--- src/rtl/gate_unit_arbiter_pkg.sv ---
// Shared definitions for the gate-unit arbiter slice: opcode values,
// FSM state encoding and a reserved-opcode helper.
// Optional feature macro: GLU_OP_ERR_EN (opcodes 6/7 become reserved).
package gate_unit_pkg;

  localparam logic [2:0] OP_AND  = 3'd0;
  localparam logic [2:0] OP_OR   = 3'd1;
  localparam logic [2:0] OP_NAND = 3'd2;
  localparam logic [2:0] OP_NOR  = 3'd3;
  localparam logic [2:0] OP_XOR  = 3'd4;
  localparam logic [2:0] OP_XNOR = 3'd5;
  localparam logic [2:0] OP_NOT  = 3'd6;
  localparam logic [2:0] OP_BUF  = 3'd7;

  typedef enum logic [1:0] {
    ST_IDLE = 2'd0,
    ST_EXEC = 2'd1,
    ST_RESP = 2'd2
  } state_t;

  // Opcodes that are illegal when the reserved-opcode feature is built in.
  function automatic logic op_reserved(input logic [2:0] op);
    return (op == OP_NOT) || (op == OP_BUF);
  endfunction

endpackage

--- src/rtl/gate_unit_arbiter_if.sv ---
// Request/response bundle between NREQ clients and the gate-unit arbiter.
// Optional feature macro: GLU_OP_ERR_EN (adds rsp_err).
interface gate_unit_arbiter_if #(
  parameter int unsigned NREQ  = 4,
  parameter int unsigned WIDTH = 8
);
  localparam int unsigned IDW = (NREQ > 1) ? $clog2(NREQ) : 1;

  logic [NREQ-1:0]       req_valid;
  logic [NREQ-1:0]       req_ready;
  logic [NREQ*3-1:0]     req_op;
  logic [NREQ*WIDTH-1:0] req_a;
  logic [NREQ*WIDTH-1:0] req_b;
  logic                  rsp_valid;
  logic                  rsp_ready;
  logic [IDW-1:0]        rsp_id;
  logic [WIDTH-1:0]      rsp_data;
`ifdef GLU_OP_ERR_EN
  logic                  rsp_err;
`endif

`ifdef GLU_OP_ERR_EN
  modport master (
    output req_valid, req_op, req_a, req_b, rsp_ready,
    input  req_ready, rsp_valid, rsp_id, rsp_data, rsp_err
  );
  modport slave (
    input  req_valid, req_op, req_a, req_b, rsp_ready,
    output req_ready, rsp_valid, rsp_id, rsp_data, rsp_err
  );
`else
  modport master (
    output req_valid, req_op, req_a, req_b, rsp_ready,
    input  req_ready, rsp_valid, rsp_id, rsp_data
  );
  modport slave (
    input  req_valid, req_op, req_a, req_b, rsp_ready,
    output req_ready, rsp_valid, rsp_id, rsp_data
  );
`endif

endinterface

--- src/rtl/gate_unit_arbiter_mux_logic_unit.sv ---
// Purely combinational WIDTH-wide logic unit. Every gate is a 2:1 mux
// with operand a as select and b / ~b / constants as data; an 8:1 mux
// on the opcode then picks the gate output.
// Optional feature macro: GLU_OP_ERR_EN (opcodes 6/7 yield zero).
module mux_logic_unit
  import gate_unit_pkg::*;
#(
  parameter int unsigned WIDTH = 8
) (
  input  logic [2:0]       op,
  input  logic [WIDTH-1:0] a,
  input  logic [WIDTH-1:0] b,
  output logic [WIDTH-1:0] y
);

  function automatic logic mux2(input logic sel, input logic d1, input logic d0);
    return sel ? d1 : d0;
  endfunction

  logic [WIDTH-1:0] g_and, g_or, g_nand, g_nor, g_xor, g_xnor;
`ifndef GLU_OP_ERR_EN
  logic [WIDTH-1:0] g_not, g_buf;
`endif

  for (genvar i = 0; i < WIDTH; i++) begin : g_bit
    assign g_and[i]  = mux2(a[i], b[i],  1'b0);
    assign g_or[i]   = mux2(a[i], 1'b1,  b[i]);
    assign g_nand[i] = mux2(a[i], ~b[i], 1'b1);
    assign g_nor[i]  = mux2(a[i], 1'b0,  ~b[i]);
    assign g_xor[i]  = mux2(a[i], ~b[i], b[i]);
    assign g_xnor[i] = mux2(a[i], b[i],  ~b[i]);
`ifndef GLU_OP_ERR_EN
    assign g_not[i]  = mux2(a[i], 1'b0,  1'b1);
    assign g_buf[i]  = mux2(a[i], 1'b1,  1'b0);
`endif
  end

  // Opcode selection across the gate outputs.
  always_comb begin
    y = '0;
    case (op)
      OP_AND:  y = g_and;
      OP_OR:   y = g_or;
      OP_NAND: y = g_nand;
      OP_NOR:  y = g_nor;
      OP_XOR:  y = g_xor;
      OP_XNOR: y = g_xnor;
`ifdef GLU_OP_ERR_EN
      default: y = '0;
`else
      OP_NOT:  y = g_not;
      OP_BUF:  y = g_buf;
      default: y = '0;
`endif
    endcase
  end

endmodule

--- src/rtl/gate_unit_arbiter.sv ---
// Round-robin arbiter sharing one mux_logic_unit among NREQ requesters.
// IDLE grants (combinational one-hot ready), EXEC registers the result,
// RESP holds it until rsp_ready. One operation in flight at a time.
// Optional feature macro: GLU_OP_ERR_EN (opcodes 6/7 reserved, rsp_err).
module gate_unit_arbiter
  import gate_unit_pkg::*;
#(
  parameter int unsigned NREQ  = 4,
  parameter int unsigned WIDTH = 8
) (
  input  logic               clk,
  input  logic               rst_n,
  gate_unit_arbiter_if.slave bus
);

  localparam int unsigned IDW = $clog2(NREQ);

  state_t           state, state_nxt;
  logic [IDW-1:0]   ptr;
  logic [IDW-1:0]   winner;
  logic             found;
  logic             accept;
  logic [NREQ-1:0]  ready_c;
  logic [2:0]       op_q;
  logic [WIDTH-1:0] a_q, b_q;
  logic [WIDTH-1:0] result;
  logic [WIDTH-1:0] rsp_data_q;
  logic [IDW-1:0]   rsp_id_q;
`ifdef GLU_OP_ERR_EN
  logic             rsp_err_q;
`endif

  // Round-robin pick: first valid requester after ptr, wrapping at NREQ-1.
  always_comb begin : pick
    int unsigned    cand;
    logic [IDW-1:0] cand_id;
    found   = 1'b0;
    winner  = '0;
    cand    = 0;
    cand_id = '0;
    for (int unsigned k = 1; k <= NREQ; k++) begin
      cand = 32'(ptr) + k;
      if (cand >= NREQ) cand = cand - NREQ;
      cand_id = cand[IDW-1:0];
      if (!found && bus.req_valid[cand_id]) begin
        found  = 1'b1;
        winner = cand_id;
      end
    end
  end

  // Next-state and grant decode; ready is also masked while reset is held.
  always_comb begin
    state_nxt = state;
    ready_c   = '0;
    accept    = 1'b0;
    case (state)
      ST_IDLE: begin
        if (found && rst_n) begin
          ready_c[winner] = 1'b1;
          accept          = 1'b1;
          state_nxt       = ST_EXEC;
        end
      end
      ST_EXEC: state_nxt = ST_RESP;
      ST_RESP: if (bus.rsp_ready) state_nxt = ST_IDLE;
      default: state_nxt = ST_IDLE;
    endcase
  end

  // State register.
  always_ff @(posedge clk or negedge rst_n) begin
    if (!rst_n) state <= ST_IDLE;
    else        state <= state_nxt;
  end

  // Operand latch on handshake; ptr doubles as the id of the op in flight.
  always_ff @(posedge clk or negedge rst_n) begin
    if (!rst_n) begin
      ptr  <= IDW'(NREQ - 1);
      op_q <= '0;
      a_q  <= '0;
      b_q  <= '0;
    end else if (accept) begin
      ptr  <= winner;
      op_q <= bus.req_op[32'(winner)*3 +: 3];
      a_q  <= bus.req_a[32'(winner)*WIDTH +: WIDTH];
      b_q  <= bus.req_b[32'(winner)*WIDTH +: WIDTH];
    end
  end

  mux_logic_unit #(.WIDTH(WIDTH)) u_mlu (
    .op (op_q),
    .a  (a_q),
    .b  (b_q),
    .y  (result)
  );

  // Response registers, loaded in EXEC and held stable through RESP.
  always_ff @(posedge clk or negedge rst_n) begin
    if (!rst_n) begin
      rsp_data_q <= '0;
      rsp_id_q   <= '0;
`ifdef GLU_OP_ERR_EN
      rsp_err_q  <= 1'b0;
`endif
    end else if (state == ST_EXEC) begin
      rsp_data_q <= result;
      rsp_id_q   <= ptr;
`ifdef GLU_OP_ERR_EN
      rsp_err_q  <= op_reserved(op_q);
`endif
    end
  end

  assign bus.req_ready = ready_c;
  assign bus.rsp_valid = (state == ST_RESP);
  assign bus.rsp_data  = rsp_data_q;
  assign bus.rsp_id    = rsp_id_q;
`ifdef GLU_OP_ERR_EN
  assign bus.rsp_err   = rsp_err_q;
`endif

endmodule

--- src/flat_wrapper.sv ---
// flat-port wrapper written by rule: the top's interface ports become plain ports
module gate_unit_arbiter_flat import gate_unit_pkg::*;
#(
  parameter int unsigned NREQ  = 4,
  parameter int unsigned WIDTH = 8
)
  (clk, rst_n, bus_req_valid, bus_req_op, bus_req_a, bus_req_b, bus_rsp_ready, bus_req_ready, bus_rsp_valid, bus_rsp_id, bus_rsp_data);
  gate_unit_arbiter_if #(.NREQ(NREQ), .WIDTH(WIDTH)) bus_i ();
  input  logic clk;
  input  logic rst_n;
  input wire logic [$bits(bus_i.req_valid)-1:0] bus_req_valid;
  input wire logic [$bits(bus_i.req_op)-1:0] bus_req_op;
  input wire logic [$bits(bus_i.req_a)-1:0] bus_req_a;
  input wire logic [$bits(bus_i.req_b)-1:0] bus_req_b;
  input wire logic [$bits(bus_i.rsp_ready)-1:0] bus_rsp_ready;
  output wire logic [$bits(bus_i.req_ready)-1:0] bus_req_ready;
  output wire logic [$bits(bus_i.rsp_valid)-1:0] bus_rsp_valid;
  output wire logic [$bits(bus_i.rsp_id)-1:0] bus_rsp_id;
  output wire logic [$bits(bus_i.rsp_data)-1:0] bus_rsp_data;
  assign bus_i.req_valid = bus_req_valid;
  assign bus_i.req_op = bus_req_op;
  assign bus_i.req_a = bus_req_a;
  assign bus_i.req_b = bus_req_b;
  assign bus_i.rsp_ready = bus_rsp_ready;
  assign bus_req_ready = bus_i.req_ready;
  assign bus_rsp_valid = bus_i.rsp_valid;
  assign bus_rsp_id = bus_i.rsp_id;
  assign bus_rsp_data = bus_i.rsp_data;
  gate_unit_arbiter #(.NREQ(NREQ), .WIDTH(WIDTH)) u_core (.clk(clk), .rst_n(rst_n), .bus(bus_i));
endmodule
--- config.mk ---
export PLATFORM = sky130hd
export DESIGN_NAME = gate_unit_arbiter_flat
export DESIGN_NICKNAME = d
export VERILOG_FILES = /design/src/rtl/gate_unit_arbiter_pkg.sv /design/src/rtl/gate_unit_arbiter_if.sv /design/src/rtl/gate_unit_arbiter_mux_logic_unit.sv /design/src/rtl/gate_unit_arbiter.sv /design/src/flat_wrapper.sv
export SDC_FILE = /design/constraint.sdc
export NUM_CORES = 1
export LEC_CHECK = 0
export CORE_ASPECT_RATIO = 0.75
export CORE_UTILIZATION = 47
export CTS_BUF_LIST = sky130_fd_sc_hd__clkbuf_8
export DETAILED_ROUTE_END_ITERATION = 7
export GPL_ROUTABILITY_DRIVEN = 0
export HOLD_SLACK_MARGIN = 0.12
export PLACE_DENSITY = 0.81
export SYNTH_ARGS = -nofsm -noshare
export SYNTH_HDL_FRONTEND = slang
export SYNTH_SLANG_ARGS = --single-unit
--- constraint.sdc ---
create_clock -name clk -period 2.1 [get_ports clk]
set_input_delay 0.42 -clock clk [delete_from_list [all_inputs] [get_ports clk]]
set_output_delay 0.42 -clock clk [all_outputs]
set_load 0.02 [all_outputs]
=== Word-level counts from Yosys, hierarchy flattened ===
Index checks and enable logic that the tools add are counted.

* $add $sub $neg: 8
* Multipliers: 1
* Div/mod/pow operators: 0
* Order comparisons: 10
* Equality and inequality tests: 11
* Shift operators: 3
* Mux-type cells: 94
* Bitwise logic cells: 8
* Reductions and logical operators: 11

{| class="wikitable"
|+ Operators with widths
! cell !! number
|-
| two-way mux 1 bit || 75
|-
| one-hot mux 8 bit (8 select lines) || 1
|-
| variable part select 32 x 6 -> 8 bit || 2
|-
| two-way mux 2 bit || 10
|-
| less-than comparator 2 x 3 -> 1 bit (second input constant) || 5
|-
| equality test 3 bit (second input constant) || 4
|-
| variable part select 12 x 5 -> 3 bit || 1
|-
| >= comparator 3 bit (second input constant) || 3
|-
| binary-select mux 1 bit (select 2 bit) || 4
|-
| two-way mux 4 bit || 2
|-
| inverter 1 bit || 8
|-
| subtractor 2 x 1 -> 2 bit (second input constant) || 4
|-
| adder 2 x 2 -> 3 bit (second input constant) || 2
|-
| equality test 3 x 2 -> 1 bit (second input constant) || 2
|-
| one-hot mux 2 bit (3 select lines) || 1
|-
| logical AND 1 bit || 5
|-
| adder 2 x 3 -> 4 bit (second input constant) || 1
|-
| >= comparator 4 x 3 -> 1 bit (second input constant) || 1
|-
| multiplier 2 x 2 -> 4 bit (second input constant) || 1
|-
| adder 2 x 1 -> 3 bit (second input constant) || 1
|-
| equality test 3 x 1 -> 1 bit (second input constant) || 1
|-
| logical NOT 1 bit || 3
|-
| logical NOT 3 bit || 1
|-
| demux 1 bit (select 2 bit) || 1
|-
| other kinds (7) || 7
|}

* Flip-flop bits (word level): 33
* Latch bits: 0
* Bits in writable memories: 0
* Bits in read-only memories: 0
* Bits of input ports: 83
* Logic and storage cells: 153
* Memories kept: 0

=== Logic depth before layout (Yosys ltp) ===
* Depth after elaboration: 21
* Depth in mapped cells: 7
* Depth with buffers taken out: 7

=== Cells and area by module ===
Synthesis repeated with hierarchy kept, for this count alone.

* Cell total of the unflattened synthesis: 319
* Area total of the unflattened synthesis: 3,133.0 um^2

{| class="wikitable"
|+ Modules (own cells, without submodules)
! module !! instances !! cells each !! area each (um^2)
|-
| gate_unit_arbiter || 1 || 184 || 2,094.5
|-
| mux_logic_unit || 1 || 135 || 1,038.5
|}

=== Worst setup path before layout ===
No wires, ideal clock.

* Kind: reg-to-output
* Start: register u_core.ptr[0]
* End: output bus_req_ready[2]
* Data arrival time: 1.758 ns
* Slack: -0.078 ns
* Cell stages (with the launch flop): 6
* Buffers on the path: 1
* Cells stage by stage: dfstp_2 nand2b_1 o22a_1 nand3_2 buf_2 a211oi_1

* Word-level cells in the longest chain between the ends: 21

{| class="wikitable"
|+ RTL lines
! item !! RTL line !! RTL
|-
| from (decl) || gate_unit_arbiter.sv:19 || <nowiki>logic [IDW-1:0] ptr;</nowiki>
|-
| from (signal assigned) || gate_unit_arbiter.sv:80 || <nowiki>ptr <= IDW'(NREQ - 1);</nowiki>
|-
| from (signal assigned) || gate_unit_arbiter.sv:85 || <nowiki>ptr <= winner;</nowiki>
|-
| adder 2 x 1 -> 3 bit || gate_unit_arbiter.sv:42 || <nowiki>cand = 32'(ptr) + k;</nowiki>
|-
| >= comparator 3 bit / subtractor 2 x 1 -> 2 bit (equally long branches) || gate_unit_arbiter.sv:43 || <nowiki>if (cand >= NREQ) cand = cand - NREQ;</nowiki>
|-
| two-way mux 2 bit || gate_unit_arbiter.sv:43 ||
|-
| binary-select mux 1 bit (select 2 bit) || gate_unit_arbiter.sv:45 || <nowiki>if (!found && bus.req_valid[cand_id]) begin</nowiki>
|-
| two-way mux 1 bit (implied by the code) || gate_unit_arbiter.sv:45 ||
|-
| two-way mux 1 bit || gate_unit_arbiter.sv:45 ||
|-
| logical NOT 1 bit || gate_unit_arbiter.sv:45 ||
|-
| logical AND 1 bit || gate_unit_arbiter.sv:45 ||
|-
| [... 5 more ...] || n/a ||
|-
| logical AND 1 bit || gate_unit_arbiter.sv:45 ||
|-
| two-way mux 2 bit || gate_unit_arbiter.sv:45 ||
|-
| less-than comparator 2 x 3 -> 1 bit (implied by the code) / >= comparator 2 x 1 -> 1 bit (equally long branches) || gate_unit_arbiter.sv:60 || <nowiki>ready_c[winner] = 1'b1;</nowiki>
|-
| logical AND 1 bit (implied by the code) || gate_unit_arbiter.sv:60 ||
|-
| two-way mux 1 bit (implied by the code) || gate_unit_arbiter.sv:60 ||
|-
| demux 1 bit (select 2 bit) || n/a ||
|-
| two-way mux 4 bit (*) || gate_unit_arbiter.sv:59 || <nowiki>if (found && rst_n) begin</nowiki>
|-
| two-way mux 4 bit (*) || gate_unit_arbiter.sv:57 || <nowiki>case (state)</nowiki>
|-
| to (decl) || flat_wrapper.sv:16 || <nowiki>output wire logic [$bits(bus_i.req_ready)-1:0] bus_req_ready;</nowiki>
|}

Mark *: on every way between the ends. The rest lies on a longest branch, timed or not. The select of a mux whose other input is x is not followed.

=== Final worst setup path ===
* Start: register u_core.ptr[0]
* End: output bus_req_ready[1]

Same word-level chain as after synthesis.

==> reports/qor.yml <==
floorplanning:
  fp.dieArea_um2: 6347
  row_count: 24
  pin_count: 98
  start_util_pct: 48.65
  die_y_um: 69.25
  dieWidth_um: 91.67
  core_area_um2: 5826
synth:
  syn_area_um2: 2834
  yosys_warnings: 0
  ys.flop_type: "dfrtp_1"
  netlist_instances: 318
  synth-edff-count: 0
  syn_avg_cell_area_um2: 8.912
  synth_seq_cells: 33
  syn-num-nets: 417
  ys_seq_area_share_pct: 29.23
  synthArstFlopShare_pct: 100.0
  synth_cell_type_count: 40
clock_tree:
  clkSinkCount: 33
  clk_path_buf_depth: 2
  clkLatencyLatePin_ns: 0.28
  cts_tree: "done"
  clk_pin_slew_ns: 0.07
  cts_made_buffers: 5
  htree_levels: 2
  root_buffer: "clkbuf_8"
global_route:
  grt-ovfl-total: 0
  grt_max_degree: 34
  track_usage_pct: 27.59
  antenna_found_initial: 0
  grt_pass1_wl_um: 13630
  grt_pass1_vias: 2716
layout:
  seqCellArea_um2: 828.3
  final_cells: 506
  antenna_cells: 0
  nFillCells: 408
  layout.nets: 526
  area_delta_synth_final_pct: 48.39
  drive_above_1_share_pct: 19.39
  multiInputGateArea_um2: 1757
detailed_routing:
  postRouteWirelength_um: 8316
  drtPass1Iterations: 4
  post-route-drc-count: 0
  via_per_inst: 5.538
  vias: 2802
  routedWlPerCell_um: 16.43
  drt_iter0_markers: 150
  drtAntennaViolNets: 0
timing:
  finalHoldWorstSlack_ns: 0.3034
  clock.fmax_mhz: 461.7
  tns_ns: -0.1685
  relSlewSlack_pct: 48.92
  post-route-period-util_pct: 103.1
  hold_violations: 0
  finalCriticalPeriod_ns: 2.166
  slew_violations: 0
  rsz0062_at_grt: "true"
  tightest_slew_ns: 0.7662
  skew_ns: 0.009096
  finalSetupViolCount: 4
  layout_setup_ws_ns: -0.06582
flow_run:
  drv_cap: 0
placed_design:
  dp.cells: 487
  portBuffers: 97
  post-dp-hpwl_um: 5953
setup_path:
  worstPathRequired_ns: 1.68
  critPathKind: "reg -> out"
  r2r-end: "u_core.b_q[7]"
  r2r_slack_ns: 0.07
  setup.worst_path.end_class: "output port"
  reg2regPathDepth: 6
  r2r-start: "u_core.ptr[1]"
  cp_max_fo: 3
  critPathArrivalTime_ns: 1.75
  cp-start-kind: "flip-flop"
pwr:
  power.leakage_nw: 1.897
  ir_drop_mv: 0.7571
  fin_total_pwr_w: 0.005305
  power_density_nw_per_um2: 1261
hold_path:
  hold_class: "in -> async"
run_status:
  status: "complete, but fails checks"
  violations: "negative setup slack"
cell type report:
class	instances	share of cell area, %
clock buffer	6	1.964
clock inverter	2	0.1785
inverter	38	3.392
multi-input combinational	219	41.77
sequential	33	19.70
tap	78	2.321
timing repair buffer	130	30.68
cells in the mapped netlist (11+ instances only):
| library cell | n | area [um^2] |
|---|---|---|
| inv_1 | 36 | 135.1 |
| ha_1 | 16 | 200.2 |
| nor2_1 | 13 | 48.80 |
| and4_1 | 11 | 96.34 |
| mux2i_1 | 25 | 250.2 |
| nand2_1 | 21 | 78.83 |
| clkbuf_1 | 15 | 56.30 |
| o221ai_1 | 11 | 96.34 |
| o21ai_0 | 26 | 130.1 |
| dfrtp_1 | 31 | 775.7 |
| xnor2_1 | 13 | 113.9 |
| a31oi_1 | 19 | 118.9 |
state kept, by name, indices dropped and copies added, names as in the netlist:
name,count
u_core.a_q,8
u_core.b_q,8
u_core.bus.rsp_data,8
u_core.op_q,3
u_core.bus.rsp_id,2
u_core.ptr,2
u_core.state,2
power by group:
| part | total (W) | internal [W] | switching [W] |
|---|---|---|---|
| registers | 0.00124 | 0.000955 | 0.000282 |
| logic | 0.00359 | 0.00180 | 0.00178 |
| clock network | 0.000479 | 0.000257 | 0.000222 |
| total | 0.00530 | 0.00302 | 0.00229 |
cell usage in the layout, fill, tap and decap left out, types with 2 or more instances in the layout:
master | synthesis | final
o221ai_1 | 11 | 11
nand2b_4 | 0 | 2
xnor2_1 | 13 | 13
o21ai_0 | 26 | 26
mux2i_1 | 25 | 24
buf_12 | 0 | 2
dfrtp_1 | 31 | 31
clkdlybuf4s50_1 | 0 | 88
nand2b_1 | 6 | 4
clkbuf_8 | 0 | 6
o211ai_1 | 3 | 3
ha_1 | 16 | 16
inv_1 | 36 | 38
a211oi_1 | 4 | 3
a221oi_2 | 6 | 6
a211oi_2 | 10 | 11
buf_2 | 4 | 3
bufbuf_16 | 0 | 2
or3_1 | 3 | 3
buf_6 | 8 | 4
and4_1 | 11 | 11
a21oi_1 | 7 | 7
dfstp_2 | 2 | 2
and3_1 | 4 | 3
mux2_2 | 3 | 3
buf_4 | 0 | 28
nor3_1 | 3 | 3
nand2_1 | 21 | 20
o31ai_1 | 3 | 3
a31oi_1 | 19 | 19
nor2_1 | 13 | 12
stage by stage:
step / cell area, um^2 / setup slack, ns / util, %
6_report: 4205 / -0.06582 / 72.19
5_1_grt: 4205 / -0.08650 / 72.19
4_1_cts: 4183 / -0.04831 / 71.80
3_5_place_dp: 3902 / -0.8211 / 66.99
3_3_place_gp: 3902 / -0.7839 / 66.99
2_1_floorplan: 2839 / 0.06397 / -
critical path: stages (launching register included):
cell and delay, ns:
dfstp_2 0.56, nand2b_4 0.13, o211ai_1 0.20, a21oi_4 0.23, nor2b_4 0.21, buf_6 0.13
worst max-delay path by stage:
stage               slack (ns)               end  cells past startpoint        startpoint
global route             -0.09  bus_req_ready[1]                      5     u_core.ptr[0]
CTS                      -0.05  bus_req_ready[0]                      6     u_core.ptr[0]
detailed placement       -0.82  bus_req_ready[1]                      6  bus_req_valid[1]
finish                   -0.07  bus_req_ready[1]                      5     u_core.ptr[0]
floorplan                 0.06  bus_req_ready[0]                      6  bus_req_valid[1]
global placement         -0.78  bus_req_ready[1]                      6  bus_req_valid[1]
routing by layer:
metal  routed length [um]  GRT usage, %
met5                    0             0
met1                 3638         37.34
met3                  575         5.044
met4                   96         7.055
met2                 4006         45.53
kinds of logic (layout without fill, tap and decap cells):
kind of cell	after synthesis	after routing	share of synthesized area, %
buf+inv	66	176	11.04
fa+ha+maj	16	16	7.064
mux	28	28	10.02
compound gates	95	95	25.65
flops	33	33	29.23
xor+xnor	13	13	4.018
simple gates	67	67	12.98
repair_timing:
action,in CTS,in global routing
endpoints found under the setup margin,20,14
setup buffers,8,1
hold buffers,0,0
pin swaps,10,5
gates cloned,2,0
gates resized for setup,48,8
(Power assumes the default switching activity.)
